`config.mk`:
```
export PLATFORM = sky130hd
export DESIGN_NAME = taxi_trip_meter
export DESIGN_NICKNAME = d
export VERILOG_FILES = /design/src/rtl/taxi_pkg.sv /design/src/rtl/taxi_pulse_sync.sv /design/src/rtl/taxi_trip_meter.sv
export SDC_FILE = /design/constraint.sdc
export NUM_CORES = 1
export LEC_CHECK = 0
export CAP_MARGIN = 5
export CORE_AREA = 2 2 157 159
export DETAILED_ROUTE_END_ITERATION = 6
export DIE_AREA = 0 0 159 161
export MAX_ROUTING_LAYER = met4
export PLACE_DENSITY_LB_ADDON = 0.3
export SYNTH_ARGS = -nofsm -noshare
export SYNTH_HDL_FRONTEND = slang
export SYNTH_SLANG_ARGS = --single-unit
```
`constraint.sdc`:
```
create_clock -name clk -period 2.7 [get_ports clk]
set_input_delay 0.81 -clock clk [delete_from_list [all_inputs] [get_ports clk]]
set_output_delay 0.81 -clock clk [all_outputs]
set_load 0.005 [all_outputs]
```
`src/rtl/taxi_pkg.sv`:
```
// Shared types for the taxi meter: trip state, meter word and the saturating add
// used by both the trip meter and the fare calculator.
package taxi_pkg;

    typedef enum logic [1:0] {
        IDLE  = 2'd0,
        HIRED = 2'd1,
        SLOW  = 2'd2,
        DONE  = 2'd3
    } trip_state_e;

    typedef logic [31:0] meter_word_t;

    localparam meter_word_t MAX_WORD = 32'hFFFF_FFFF;

    // Add two meter words, pinning the result at MAX_WORD instead of wrapping.
    function automatic meter_word_t sat_add(input meter_word_t a, input meter_word_t b);
        logic [32:0] sum;
        sum = {1'b0, a} + {1'b0, b};
        if (sum[32]) begin
            sat_add = MAX_WORD;
        end else begin
            sat_add = sum[31:0];
        end
    endfunction

endpackage

```
`src/rtl/taxi_pulse_sync.sv`:
```
// Two-flop synchroniser for the raw wheel sensor plus a rising-edge detector
// whose one-cycle pulse output is registered.
module taxi_pulse_sync (
    input  logic clk,
    input  logic stop_state,
    input  logic async_in,
    output logic pulse
);

    logic sync1_q, sync1_d;
    logic sync2_q, sync2_d;
    logic sync3_q, sync3_d;
    logic pulse_q, pulse_d;

    // Next-state for the synchroniser chain and edge detector
    always_comb begin
        sync1_d = async_in;
        sync2_d = sync1_q;
        sync3_d = sync2_q;
        pulse_d = sync2_q & ~sync3_q;
    end

    // Synchroniser and pulse flops, cleared by stop_state
    always_ff @(posedge clk) begin
        if (stop_state) begin
            sync1_q <= 1'b0;
            sync2_q <= 1'b0;
            sync3_q <= 1'b0;
            pulse_q <= 1'b0;
        end else begin
            sync1_q <= sync1_d;
            sync2_q <= sync2_d;
            sync3_q <= sync3_d;
            pulse_q <= pulse_d;
        end
    end

    assign pulse = pulse_q;

endmodule

```
`src/rtl/taxi_trip_meter.sv`:
```
// Trip measurement front end: accumulates distance from wheel pulses and
// low-speed waiting units, and tracks the trip state for the display.
module taxi_trip_meter
    import taxi_pkg::*;
#(
    parameter int unsigned     METERS_PER_PULSE = 10,
    parameter int unsigned     SLOW_WINDOW      = 50_000_000,
    parameter longint unsigned LOW_UNIT_CYCLES  = 64'd3_000_000_000
) (
    input  logic        clk,
    input  logic        stop_state,
    input  logic        wheel_in,
    input  logic        start_trip,
    input  logic        end_trip,
    output logic [31:0] distance,
    output logic [31:0] low_time,
    output logic        trip_active,
    output logic        slow
);

    localparam int GAP_W  = (SLOW_WINDOW > 32'd1) ? $clog2(SLOW_WINDOW) : 1;
    localparam int UNIT_W = (LOW_UNIT_CYCLES > 64'd1) ? $clog2(LOW_UNIT_CYCLES) : 1;

    localparam logic [GAP_W-1:0]  GAP_LAST  = GAP_W'(SLOW_WINDOW - 32'd1);
    localparam logic [GAP_W-1:0]  GAP_ONE   = GAP_W'(1'b1);
    localparam logic [UNIT_W-1:0] UNIT_LAST = UNIT_W'(LOW_UNIT_CYCLES - 64'd1);
    localparam logic [UNIT_W-1:0] UNIT_ONE  = UNIT_W'(1'b1);
    localparam meter_word_t       STEP      = meter_word_t'(METERS_PER_PULSE);

    logic pulse_s;

    trip_state_e      state_q, state_d;
    meter_word_t      distance_q, distance_d;
    meter_word_t      low_time_q, low_time_d;
    logic [GAP_W-1:0]  gap_q, gap_d;
    logic [UNIT_W-1:0] unit_q, unit_d;
    logic             trip_active_q, trip_active_d;
    logic             slow_q, slow_d;

    taxi_pulse_sync u_wheel_sync (
        .clk        (clk),
        .stop_state (stop_state),
        .async_in   (wheel_in),
        .pulse      (pulse_s)
    );

    // Trip state machine and accumulators; start beats end beats pulse
    always_comb begin
        state_d    = state_q;
        distance_d = distance_q;
        low_time_d = low_time_q;
        gap_d      = gap_q;
        unit_d     = unit_q;

        if (start_trip) begin
            state_d    = HIRED;
            distance_d = 32'd0;
            low_time_d = 32'd0;
            gap_d      = '0;
            unit_d     = '0;
        end else if (end_trip && ((state_q == HIRED) || (state_q == SLOW))) begin
            state_d = DONE;
        end else begin
            case (state_q)
                HIRED: begin
                    if (pulse_s) begin
                        distance_d = sat_add(distance_q, STEP);
                        gap_d      = '0;
                    end else if (gap_q == GAP_LAST) begin
                        state_d = SLOW;
                        unit_d  = '0;
                    end else begin
                        gap_d = gap_q + GAP_ONE;
                    end
                end
                SLOW: begin
                    // A unit completing on the same edge as a pulse still counts
                    if (unit_q == UNIT_LAST) begin
                        unit_d     = '0;
                        low_time_d = sat_add(low_time_q, 32'd1);
                    end else begin
                        unit_d = unit_q + UNIT_ONE;
                    end
                    if (pulse_s) begin
                        distance_d = sat_add(distance_q, STEP);
                        gap_d      = '0;
                        unit_d     = '0;
                        state_d    = HIRED;
                    end else begin
                        gap_d = GAP_LAST;
                    end
                end
                IDLE: begin
                    state_d = IDLE;
                end
                DONE: begin
                    state_d = DONE;
                end
                default: begin
                    state_d = IDLE;
                end
            endcase
        end

        trip_active_d = (state_d == HIRED) || (state_d == SLOW);
        slow_d        = (state_d == SLOW);
    end

    // State, accumulator and output flops with synchronous stop_state clear
    always_ff @(posedge clk) begin
        if (stop_state) begin
            state_q       <= IDLE;
            distance_q    <= 32'd0;
            low_time_q    <= 32'd0;
            gap_q         <= '0;
            unit_q        <= '0;
            trip_active_q <= 1'b0;
            slow_q        <= 1'b0;
        end else begin
            state_q       <= state_d;
            distance_q    <= distance_d;
            low_time_q    <= low_time_d;
            gap_q         <= gap_d;
            unit_q        <= unit_d;
            trip_active_q <= trip_active_d;
            slow_q        <= slow_d;
        end
    end

    assign distance    = distance_q;
    assign low_time    = low_time_q;
    assign trip_active = trip_active_q;
    assign slow        = slow_q;

endmodule
```
==> results.txt <==
Gate power share - 0.042
Worst slew margin - 0.506
Number of flops mapped to enable cells by yosys - 0
Grt total ovfl - 0
Fin area - 0.00923 mm²
Via count - 7277
WHS Path Cells - 1
Startpoint Class - flop
Post-CTS Setup Bufs - 0
Die H - 161 µm
Status - finished, final reports clean
Library cells used by synthesis - 69
Final WL - 21100 µm
Placer Congestion - 0.824
Setup TNS - 0 ps
Max-cap violation count - 0
GRT Overall Usage - 0.171
Cts hold-fix bufs - 0
IO Pins - 71
Final Hold Vio Count - 0
Max Transition Viols Final - 0
Worst Hold Class - reg2reg
CTS max path bufs - 2
Sequential area share after synthesis - 0.367
Clock sinks - 130
First-pass GRT wire length - 35600 µm
Average size of a mapped cell - 8.12 µm²
RSZ-0062 raised after global routing - no
Post-CTS resize count - 0
Full die area - 0.0256 mm²
Minimum clock period - 2450 ps
Power per cell area - 529 mW/mm²
Clock network power share - 0.562
IO buf count - 70
Clk_lat worst skew - 420 ps
Yosys top cell area share - 0.367
# H-tree levels - 4
Final worst path period share - 0.908
Vias in the first global route - 6975
Worst-path clk slew - 60 ps
Routed Antenna Nets - 0
Int Pwr - 0.00383 W
Drt wl/cell - 16.1 µm
DRC Markers - 0
Root buf cell - clkbuf_16
Dominant synthesized flop cell - dfxtp_1
Worst hold slack - 377 ps
Most Frequent Cell on Critical Path - and4_1
Largest net degree at the start of global routing - 34
Synth Cell Area - 0.00709 mm²
Yosys reg bits - 130
Initial antenna violation count - 0
Antenna cells - 0
Worst Skew - 15.8 ps
Finish-stage setup viols - 0
Area delta synth->final - 30.2%
Initial DRC Count - 533
Crit-path max cell delay - 560 ps
CTS Buf Count - 17
Mapped Nets - 886
Synth warn - 0
Pre-antenna DRT Iters - 5
Post-synth top area cell - dfxtp_1
Worst-path fanout max - 13
Die X - 159 µm
Design Power - 0.00488 W
Max IR drop VDD - 307 µV
Placement Cell Area - 0.00854 mm²
CP max stage cell - a311o_1
R2r worst-path depth - 7
Vias per Instance - 5.54
CTS tree - yes
Cells after synthesis - 873
Crit end category - flop
Layout cell share with drive strength beyond 1 - 0.136
Max Freq - 0.408 GHz
DP HPWL - 14800 µm
Flop pwr share - 0.395
Switch Pwr - 0.00106 W
Final #Nets - 990
CP Data Arrival Time - 2770 ps
CP Cell Sequence - ha_1 -> and4_1 -> and4_1 -> a311o_1 -> buf_4 -> nor2_1 -> a311oi_1
CORE AREA - 0.0240 mm²
Area contributors post-synth - dfxtp_1, a21oi_1, nand3_1, nand4_1, and4_1
Switching share of total power - 0.216
# rows - 57
Pleak - 3.02 nW
Crit Path Class - reg2reg
Slew @ Worst Pin - 735 ps
Fill count - 2456
FFs w/ async S/R, synth - 0
Commonest non-fill, non-tap cell in the layout - dfxtp_1
Worst Path Required - 3020 ps
Commonest cells after routing, fill and taps aside - dfxtp_1, a21oi_1, buf_4
Initial core utilization - 0.296
==> per-layer routing <==
| metal | routed length [µm] | track usage | vias to the layer above |
|---|---|---|---|
| met3 | 980 | 0.0265 | 34 |
| met1 | 10100 | 0.220 | 3441 |
| met4 | 410 | 0.0612 | 0 |
| li1 | - | - | 3578 |
| met5 | 0 | - | - |
| met2 | 9620 | 0.275 | 224 |
==> logic make-up (layout without fill, tap and decap cells) <==
logic type / Yosys count / in the layout / synth area share
multiplexers: 1 / 1 / 0.00141
buffers and inverters: 78 / 195 / 0.0448
XOR/XNOR: 23 / 23 / 0.0284
AO/OA/AOI/OAI: 254 / 254 / 0.235
adder cells (fa/ha/maj): 8 / 8 / 0.0141
flip-flops: 130 / 130 / 0.367
AND/OR/NAND/NOR: 379 / 379 / 0.309
==> synth_stat cells, types with 5 or more instances <==
| library cell | number |
|---|---|
| nand2b_1 | 5 |
| and3_1 | 26 |
| inv_1 | 19 |
| clkbuf_1 | 46 |
| nand3_1 | 54 |
| and2_1 | 11 |
| nand2_1 | 57 |
| nand4_1 | 39 |
| nor3_1 | 32 |
| ha_1 | 8 |
| a311oi_1 | 10 |
| nor4_1 | 20 |
| xnor2_1 | 14 |
| o22ai_1 | 5 |
| or4_1 | 5 |
| or3_1 | 15 |
| dfxtp_1 | 130 |
| xor2_1 | 9 |
| o221a_2 | 13 |
| buf_2 | 11 |
| a41oi_1 | 12 |
| a21oi_1 | 91 |
| a31oi_1 | 27 |
| a211oi_1 | 13 |
| o21ai_0 | 37 |
| and4_1 | 26 |
| nor2_1 | 46 |
| nor2b_1 | 12 |
==> worst max-delay path: cells and delay by family, from the launching register on <==
kind | cells | cell delay (ps)
flops | 1 | 390
fa+ha+maj | 1 | 200
compound gates | 2 | 840
simple gates | 3 | 680
buf+inv | 1 | 240
==> per-stage QoR <==
step	setup WS, ps	cells	utilization
after global placement	-74.0	1282	0.356
final	248	1314	0.385
after detailed placement	-108	1282	0.356
after floorplan	224	873	-
after global routing	92.5	1314	0.385
after CTS	276	1314	0.385
==> state kept, by name, summed over array words and instances (netlist names) <==
signal / flops
u_wheel_sync.sync3_q: 1
u_wheel_sync.pulse: 1
state_q: 2
gap_q: 26
u_wheel_sync.sync1_q: 1
u_wheel_sync.sync2_q: 1
trip_active: 1
slow: 1
distance: 32
low_time: 32
unit_q: 32
==> power by group through the flow <==
stage | sequential, W | clock, W | combinational, W
3_5_place_dp | 0.00197 | 0 | 0.000206
3_3_place_gp | 0.00197 | 0 | 0.000205
5_1_grt | 0.00193 | 0.00287 | 0.000228
6_report | 0.00193 | 0.00275 | 0.000207
2_1_floorplan | 0.00197 | 0 | 0.000119
4_1_cts | 0.00193 | 0.00279 | 0.000207
==> cell type report <==
class                      count  area, µm²  area share
multi-input combinational    665       4190       0.454
sequential                   130       2600       0.282
timing repair buffer         144       1270       0.137
clock buffer                  19        433      0.0469
tap                          324        405      0.0439
clock inverter                13        258      0.0279
inverter                      19       71.3     0.00773
==> worst paths after layout <==
check	from	to	slack, ps
hold reg to reg	u_wheel_sync.sync3_q	u_wheel_sync.pulse	380
setup reg to reg	gap_q[0]	gap_q[25]	250
setup / recovery	gap_q[0]	gap_q[25]	250
hold / removal	u_wheel_sync.sync3_q	u_wheel_sync.pulse	380
(Power assumes the default switching activity.)
